--- config.mk ---
export PLATFORM = sky130hd
export DESIGN_NAME = or_arb
export DESIGN_NICKNAME = d
export VERILOG_FILES = /design/src/rtl/or_arb.sv
export SDC_FILE = /design/constraint.sdc
export NUM_CORES = 1
export LEC_CHECK = 0
export ABC_AREA = 1
export CELL_PAD_IN_SITES_DETAIL_PLACEMENT = 2
export CELL_PAD_IN_SITES_GLOBAL_PLACEMENT = 2
export CORE_ASPECT_RATIO = 1.75
export CORE_MARGIN = 2
export CORE_UTILIZATION = 28
export CTS_CLUSTER_DIAMETER = 100
export DETAILED_ROUTE_END_ITERATION = 8
export PLACE_DENSITY = 0.73
export SYNTH_ARGS = -nofsm -noshare
export SYNTH_HDL_FRONTEND = slang
export SYNTH_SLANG_ARGS = --single-unit
export TNS_END_PERCENT = 5
--- constraint.sdc ---
create_clock -name clk -period 2 [get_ports clk]
set_input_delay 0.4 -clock clk [delete_from_list [all_inputs] [get_ports clk]]
set_output_delay 0.4 -clock clk [all_outputs]
set_load 0.005 [all_outputs]
--- src/rtl/or_arb.sv ---
// or_arb: 4-way round-robin arbiter for a shared OR datapath; OR_ARB_TIMEOUT_EN adds a grant watchdog.
module or_arb #(
  parameter int unsigned TIMEOUT = 15
) (
  input  logic       clk,
  input  logic       rst,
  input  logic [3:0] req,
  input  logic       done,
  output logic [3:0] grant,
  output logic       busy,
  output logic       tout
);
  typedef enum logic [1:0] {IDLE, GRANT, RELEASE} state_e;
  state_e     state_q;
  logic [1:0] ptr_q, owner_q, win_d;
  logic [3:0] grant_q, rot;
  logic       busy_q, tout_q, rel_d, to_d;
  // rotate so bit 0 is the requester at ptr, then map the winner back
  assign rot = 4'({req, req} >> ptr_q);
  assign win_d = ptr_q + (rot[0] ? 2'd0 : rot[1] ? 2'd1 : rot[2] ? 2'd2 : 2'd3);
  assign rel_d = done || !req[owner_q];
`ifdef OR_ARB_TIMEOUT_EN
  logic [3:0] cnt_q;
  assign to_d = cnt_q == 4'(TIMEOUT - 1);
`else
  logic unused_timeout;
  assign unused_timeout = |TIMEOUT;
  assign to_d = 1'b0;
`endif
  always_ff @(posedge clk) begin
    if (rst) begin
      state_q <= IDLE;
      ptr_q   <= 2'd0;
      owner_q <= 2'd0;
      grant_q <= 4'd0;
      busy_q  <= 1'b0;
      tout_q  <= 1'b0;
`ifdef OR_ARB_TIMEOUT_EN
      cnt_q   <= 4'd0;
`endif
    end else begin
      tout_q <= 1'b0;
      case (state_q)
        IDLE: if (|req) begin
          owner_q <= win_d;
          grant_q <= 4'b1 << win_d;
          busy_q  <= 1'b1;
          state_q <= GRANT;
`ifdef OR_ARB_TIMEOUT_EN
          cnt_q   <= 4'd0;
`endif
        end
        GRANT: if (rel_d || to_d) begin
          grant_q <= 4'd0;
          busy_q  <= 1'b0;
          ptr_q   <= owner_q + 2'd1;
          tout_q  <= !rel_d;
          state_q <= RELEASE;
        end else begin
`ifdef OR_ARB_TIMEOUT_EN
          cnt_q   <= cnt_q + 4'd1;
`endif
        end
        default: state_q <= IDLE;
      endcase
    end
  end
  assign grant = grant_q;
  assign busy  = busy_q;
  assign tout  = tout_q;
endmodule

# Yosys cells after proc, flatten, opt, wreduce, memory -nomap -nowiden
# Index checks and enable logic that the tools add are counted.
totals:
  ram_bits: 0
  n_memories: 0
  output_inout_bits: 6
  inputBits: 7
  rom_bits: 0
  reg_bits: 12
  latch_bits: 0
op_classes:
  n_eq_ne: 3
  n_lt_le_gt_ge: 1
  div_mod_pow: 0
  bitwise_logic: 2
  shift: 2
  n_reduce_logical: 11
  add_sub_neg: 2
  n_mul: 0
  mux: 14
ops:
  columns: ["cell", "n"]
  rows:
  - ["$mux W2", 4]
  - ["$mux W4", 2]
  - ["$pmux W4 S2", 1]
  - ["$shr A8 B2 Y3", 1]
  - ["$reduce_and A2 Y1", 3]
  - ["$mux W1", 4]
  - ["$ne A2 B2 Y1 const B", 2]
  - ["$pmux W2 S2", 1]
  - ["$reduce_or A4 Y1", 1]
  - ["$shl A1 B2 Y4 const A", 1]
  - ["$lt A2 B3 Y1 const B", 1]
  - ["$reduce_and A3 Y1", 1]
  - ["$reduce_or A3 Y1", 1]
  - ["$add A2 B1 Y2 const B", 1]
  - ["$add A2 B2 Y2", 1]
  - ["$bmux W1 S2", 1]
  - ["$eq A2 B1 Y1 const B", 1]
  - ["$logic_not A1 Y1", 2]
  - ["$logic_not A2 Y1", 1]
  - ["$not A1 Y1", 2]
  - ["$pmux W1 S2", 1]
  - ["$reduce_bool A2 Y1", 1]
  - ["$logic_or A1 B1 Y1", 1]

# Logic depth before layout (Yosys ltp)
logic_depth:
  word_depth: 8
  depth_mapped: 13
  depth_no_buf: 12

# Worst setup path before layout
# No wires, ideal clock.
synth_timing:
  path_kind: "flip-flop to flip-flop"
  startpoint: "register ptr_q[0]"
  endpoint: "register owner_q[1]"
  setup_slack_ps: 427
  t_arrival_ps: 1460
  synth_period_minus_slack_ps: 1573
  stages_incl_launch_ff: 13
  n_path_buf: 1
  path_cell_list: "dfxtp_1 -> buf_6 -> nand2_1 -> nand2_2 -> nand2_4 -> o21a_1 -> o21ai_0 -> ha_1 -> inv_1 -> nand3_2 -> nand2_1 -> o21ai_1 -> inv_1"
synth_via:
  elab_chain_cells: 5
synth_rtl:
  columns: ["item", "line_no", "source"]
  rows:
  - ["from (decl)", "15", "logic [1:0] ptr_q, owner_q, win_d;"]
  - ["from (signal assigned)", "56", "ptr_q <= owner_q + 2'd1;"]
  - ["$shr A8 B2 Y3", "19", "assign rot = 4'({req, req} >> ptr_q);"]
  - ["$mux W1", "20", "assign win_d = ptr_q + (rot[0] ? 2'd0 : rot[1] ? 2'd1 : rot[2] ? 2'd2 : 2'd3);"]
  - ["$mux W2 (2 in series)", "20", null]
  - ["$add A2 B2 Y2 (*)", "20", null]
  - ["to (signal assigned)", "45", "owner_q <= win_d;"]
  - ["to (decl)", "15", null]
# Every way passes the cells marked *; elsewhere a longest branch is shown, timed or not.
# A chain may end at the register's enable or synchronous reset.

# Worst setup path in the final report
# Ends and elaborated chain as after synthesis.

==> results.json <==
{
  "status": "complete, no violations",
  "routed_wl_um": 2120,
  "synth_ff_type": "dfxtp_1",
  "holdBufCountCts": 0,
  "synth_area_leaders": "dfxtp_1 32%, nand2_1 9.0%, nand2_2 8.3%",
  "drive_gt1_share_pct": 36.9,
  "hold_violations": 0,
  "syn_area_per_cell_um2": 7.28,
  "ir_drop_mv": 0.486,
  "reg2reg_to": "owner_q[1]",
  "fin_ws_ps": 166,
  "area_growth_pct": 40.9,
  "ys_seq_elements": 12,
  "start_kind": "flip-flop",
  "fin_skew_ps": 0.790,
  "cts_tree": "done",
  "whs_endpoint": "busy",
  "required_ps": 2140,
  "n_antenna_cell": 0,
  "synth_common_cells": "18 x nand2_1, 13 x inv_1, 12 x dfxtp_1",
  "dr.pass1.iters": 2,
  "post-route-period-util_pct": 91.7,
  "rsz0062_at_grt": "no",
  "whs_path_depth": 2,
  "cp_slowest_cell": "dfxtp_1",
  "syn_inst": 103,
  "synth_edf_count": 0,
  "clk_pin_slew_ps": 50,
  "path_buf_inv": 3,
  "ys_warn_count": 0,
  "p_seq_share_pct": 31.4,
  "cp_top_family": "flip-flops",
  "power_density_nw_per_um2": 956,
  "synth.most_common_cell": "nand2_1",
  "grt_pass1_vias": 860,
  "io-pin-count": 13,
  "placed_area_um2": 966,
  "synth_top_area_share_pct": 32.1,
  "seq_area_frac_synth_pct": 32.1,
  "end_kind": "flip-flop",
  "rr_worst_depth": 10,
  "netSwitchingPower_uw": 357,
  "path_cells": "buf_4 > a21oi_1 > o21a_1 > o21ai_1 > ha_2 > inv_1 > nand3_2 > nand2_1 > o21ai_2 > inv_1",
  "p_int_uw": 652,
  "dieArea_um2": 3120,
  "fin_tns_setup_ps": 0,
  "vias_per_cell": 4.85,
  "crit_top_cell": "inv_1",
  "fin_area_um2": 1060,
  "dp_slack_ps": -278,
  "p_sw_share_pct": 35.4,
  "cap_violations": 0,
  "maxSlewViolCount": 0,
  "drcViolationCount": 0,
  "syn_area_um2": 749,
  "syn-num-nets": 111,
  "synthDistinctLibCells": 25,
  "clock_power_share_pct": 26.4,
  "rrSetupSlack_ps": 170,
  "leakagePower_nw": 0.493,
  "die_w_um": 43.1,
  "async_reset_ff_share_pct": 0,
  "pwr-share-comb_pct": 42.2,
  "synth_top_area_cell": "dfxtp_1",
  "gp_congestion": 0.781,
  "numCtsBuffers": 3,
  "initial_core_util_pct": 29.7,
  "hold_start": "busy",
  "core-area_um2": 2520,
  "grt_max_degree": 11,
  "hp-class": "flip-flop to flip-flop",
  "cp_num_cells": 10,
  "vias": 756,
  "dp_hpwl_um": 1700,
  "worstSkewPairLatency_ps": 240,
  "max_stage_delay_ps": 510,
  "layout.nets": 139,
  "drt_iter0_markers": 8,
  "fmax_mhz": 545,
  "rr_startpoint": "ptr_q[0]",
  "h-tree-depth": 1,
  "grt_pass1_wl_um": 3570,
  "grt_usage_pct": 15.0,
  "postLayoutCoreUtil_pct": 41.9,
  "overflow": 0,
  "num_rows": 24,
  "numPortBuffers": 12,
  "grt_antenna_before_repair": 0,
  "antenna_left": 0,
  "clkSinkCount": 12,
  "clockRootBuffer": "clkbuf_8",
  "cts_buffer_depth": 2,
  "arrival_ps": 1970,
  "cp_max_fo": 7,
  "die_y_um": 72.4,
  "fin_crit_ps": 1830,
  "avgRoutedWirePerCell_um": 13.6,
  "critPathKind": "flip-flop to flip-flop",
  "final-setup-viol-count": 0
}
## final cells by class
| cell class | count | area [um2] |
|---|---|---|
| Inverter | 16 | 63.8 |
| Sequential cell | 12 | 240 |
| Clock buffer | 4 | 55.1 |
| Multi-Input combinational cell | 73 | 444 |
| Tap cell | 26 | 32.5 |
| Fill cell | 301 | 1470 |
| Timing Repair Buffer | 25 | 220 |
## registers in the layout (all words and copies together) (netlist names)
name,cells
busy,1
tout,1
owner_q,2
grant,4
state_q,2
ptr_q,2
## layer usage
metal | global-route usage, % | wire length (um) | vias to the layer above | part of all wire (%)
met5 | 0 | 0 | - | 0
met4 | 7.07 | 41 | 0 | 1.9
met3 | 1.49 | 22 | 6 | 1.0
met2 | 29.0 | 1280 | 8 | 60
met1 | 15.1 | 777 | 360 | 37
li1 | - | - | 382 | -
## power groups by stage
stage                     Sequential (mW)  Combinational [mW]  Clock, mW
final                               0.317               0.426      0.266
after CTS                           0.317               0.415      0.273
after global placement              0.319               0.379          0
after detailed placement            0.322               0.394          0
after floorplan                     0.311               0.254          0
after global routing                0.323               0.479      0.280
## how the worst max path moves through the flow
stage | to | slack, ps | startpoint
floorplan | owner_q[1] | 430 | ptr_q[0]
global placement | grant[0] | -230 | req[2]
detailed placement | grant[0] | -280 | req[2]
CTS | grant[1] | 10 | req[3]
global route | owner_q[1] | 30 | ptr_q[0]
finish | owner_q[1] | 170 | ptr_q[0]
## timing repair
| item | in CTS | in global routing |
|---|---|---|
| endpoints found under the setup margin | 4 | 5 |
| buffers inserted | 0 | 2 |
| gates resized for setup | 6 | 6 |
| pin swaps | 1 | 4 |
## through the flow
step           std cells  hold WS, ps  power [mW]
4_1_cts              154          469        1.00
6_report             156          469        1.01
3_5_place_dp         150          458       0.716
2_1_floorplan        103          455       0.565
3_3_place_gp         150          452       0.698
5_1_grt              156          491        1.08
## cells by family (layout without fill, tap and decap cells)
logic type / after synthesis / in the layout / share of synthesized area, %
buffers and inverters: 18 / 45 / 11.0
AOI/OAI and AO/OA: 20 / 20 / 15.4
adders and majority gates: 1 / 1 / 1.67
and+or+nand+nor: 50 / 50 / 38.2
DFF: 12 / 12 / 32.1
other: 1 / 1 / 0.500
xor gates and xnor gates: 1 / 1 / 1.17
## placed cells by master (no fill, tap or decap), drive strengths merged
| master | instances |
|---|---|
| inv | 15 |
| dlymetal6s2s | 2 |
| conb | 1 |
| nand2 | 29 |
| o21bai | 1 |
| o21ai | 7 |
| o21a | 1 |
| dfxtp | 12 |
| nand3 | 13 |
| a21oi | 10 |
| clkdlybuf4s50 | 8 |
| clkinv | 1 |
| ha | 1 |
| clkbuf | 4 |
| xor2 | 1 |
| buf | 13 |
| a211oi | 1 |
| dlygate4sd2 | 2 |
| nor2 | 8 |
## worst register-to-register path, cell delays in order, from the launching register on
cell	delay, ps
dfxtp_1	510
buf_4	190
a21oi_1	60
o21a_1	170
o21ai_1	130
ha_2	210
inv_1	70
nand3_2	100
nand2_1	90
o21ai_2	130
inv_1	60
No activity file was read; power rests on OpenSTA's default activity.
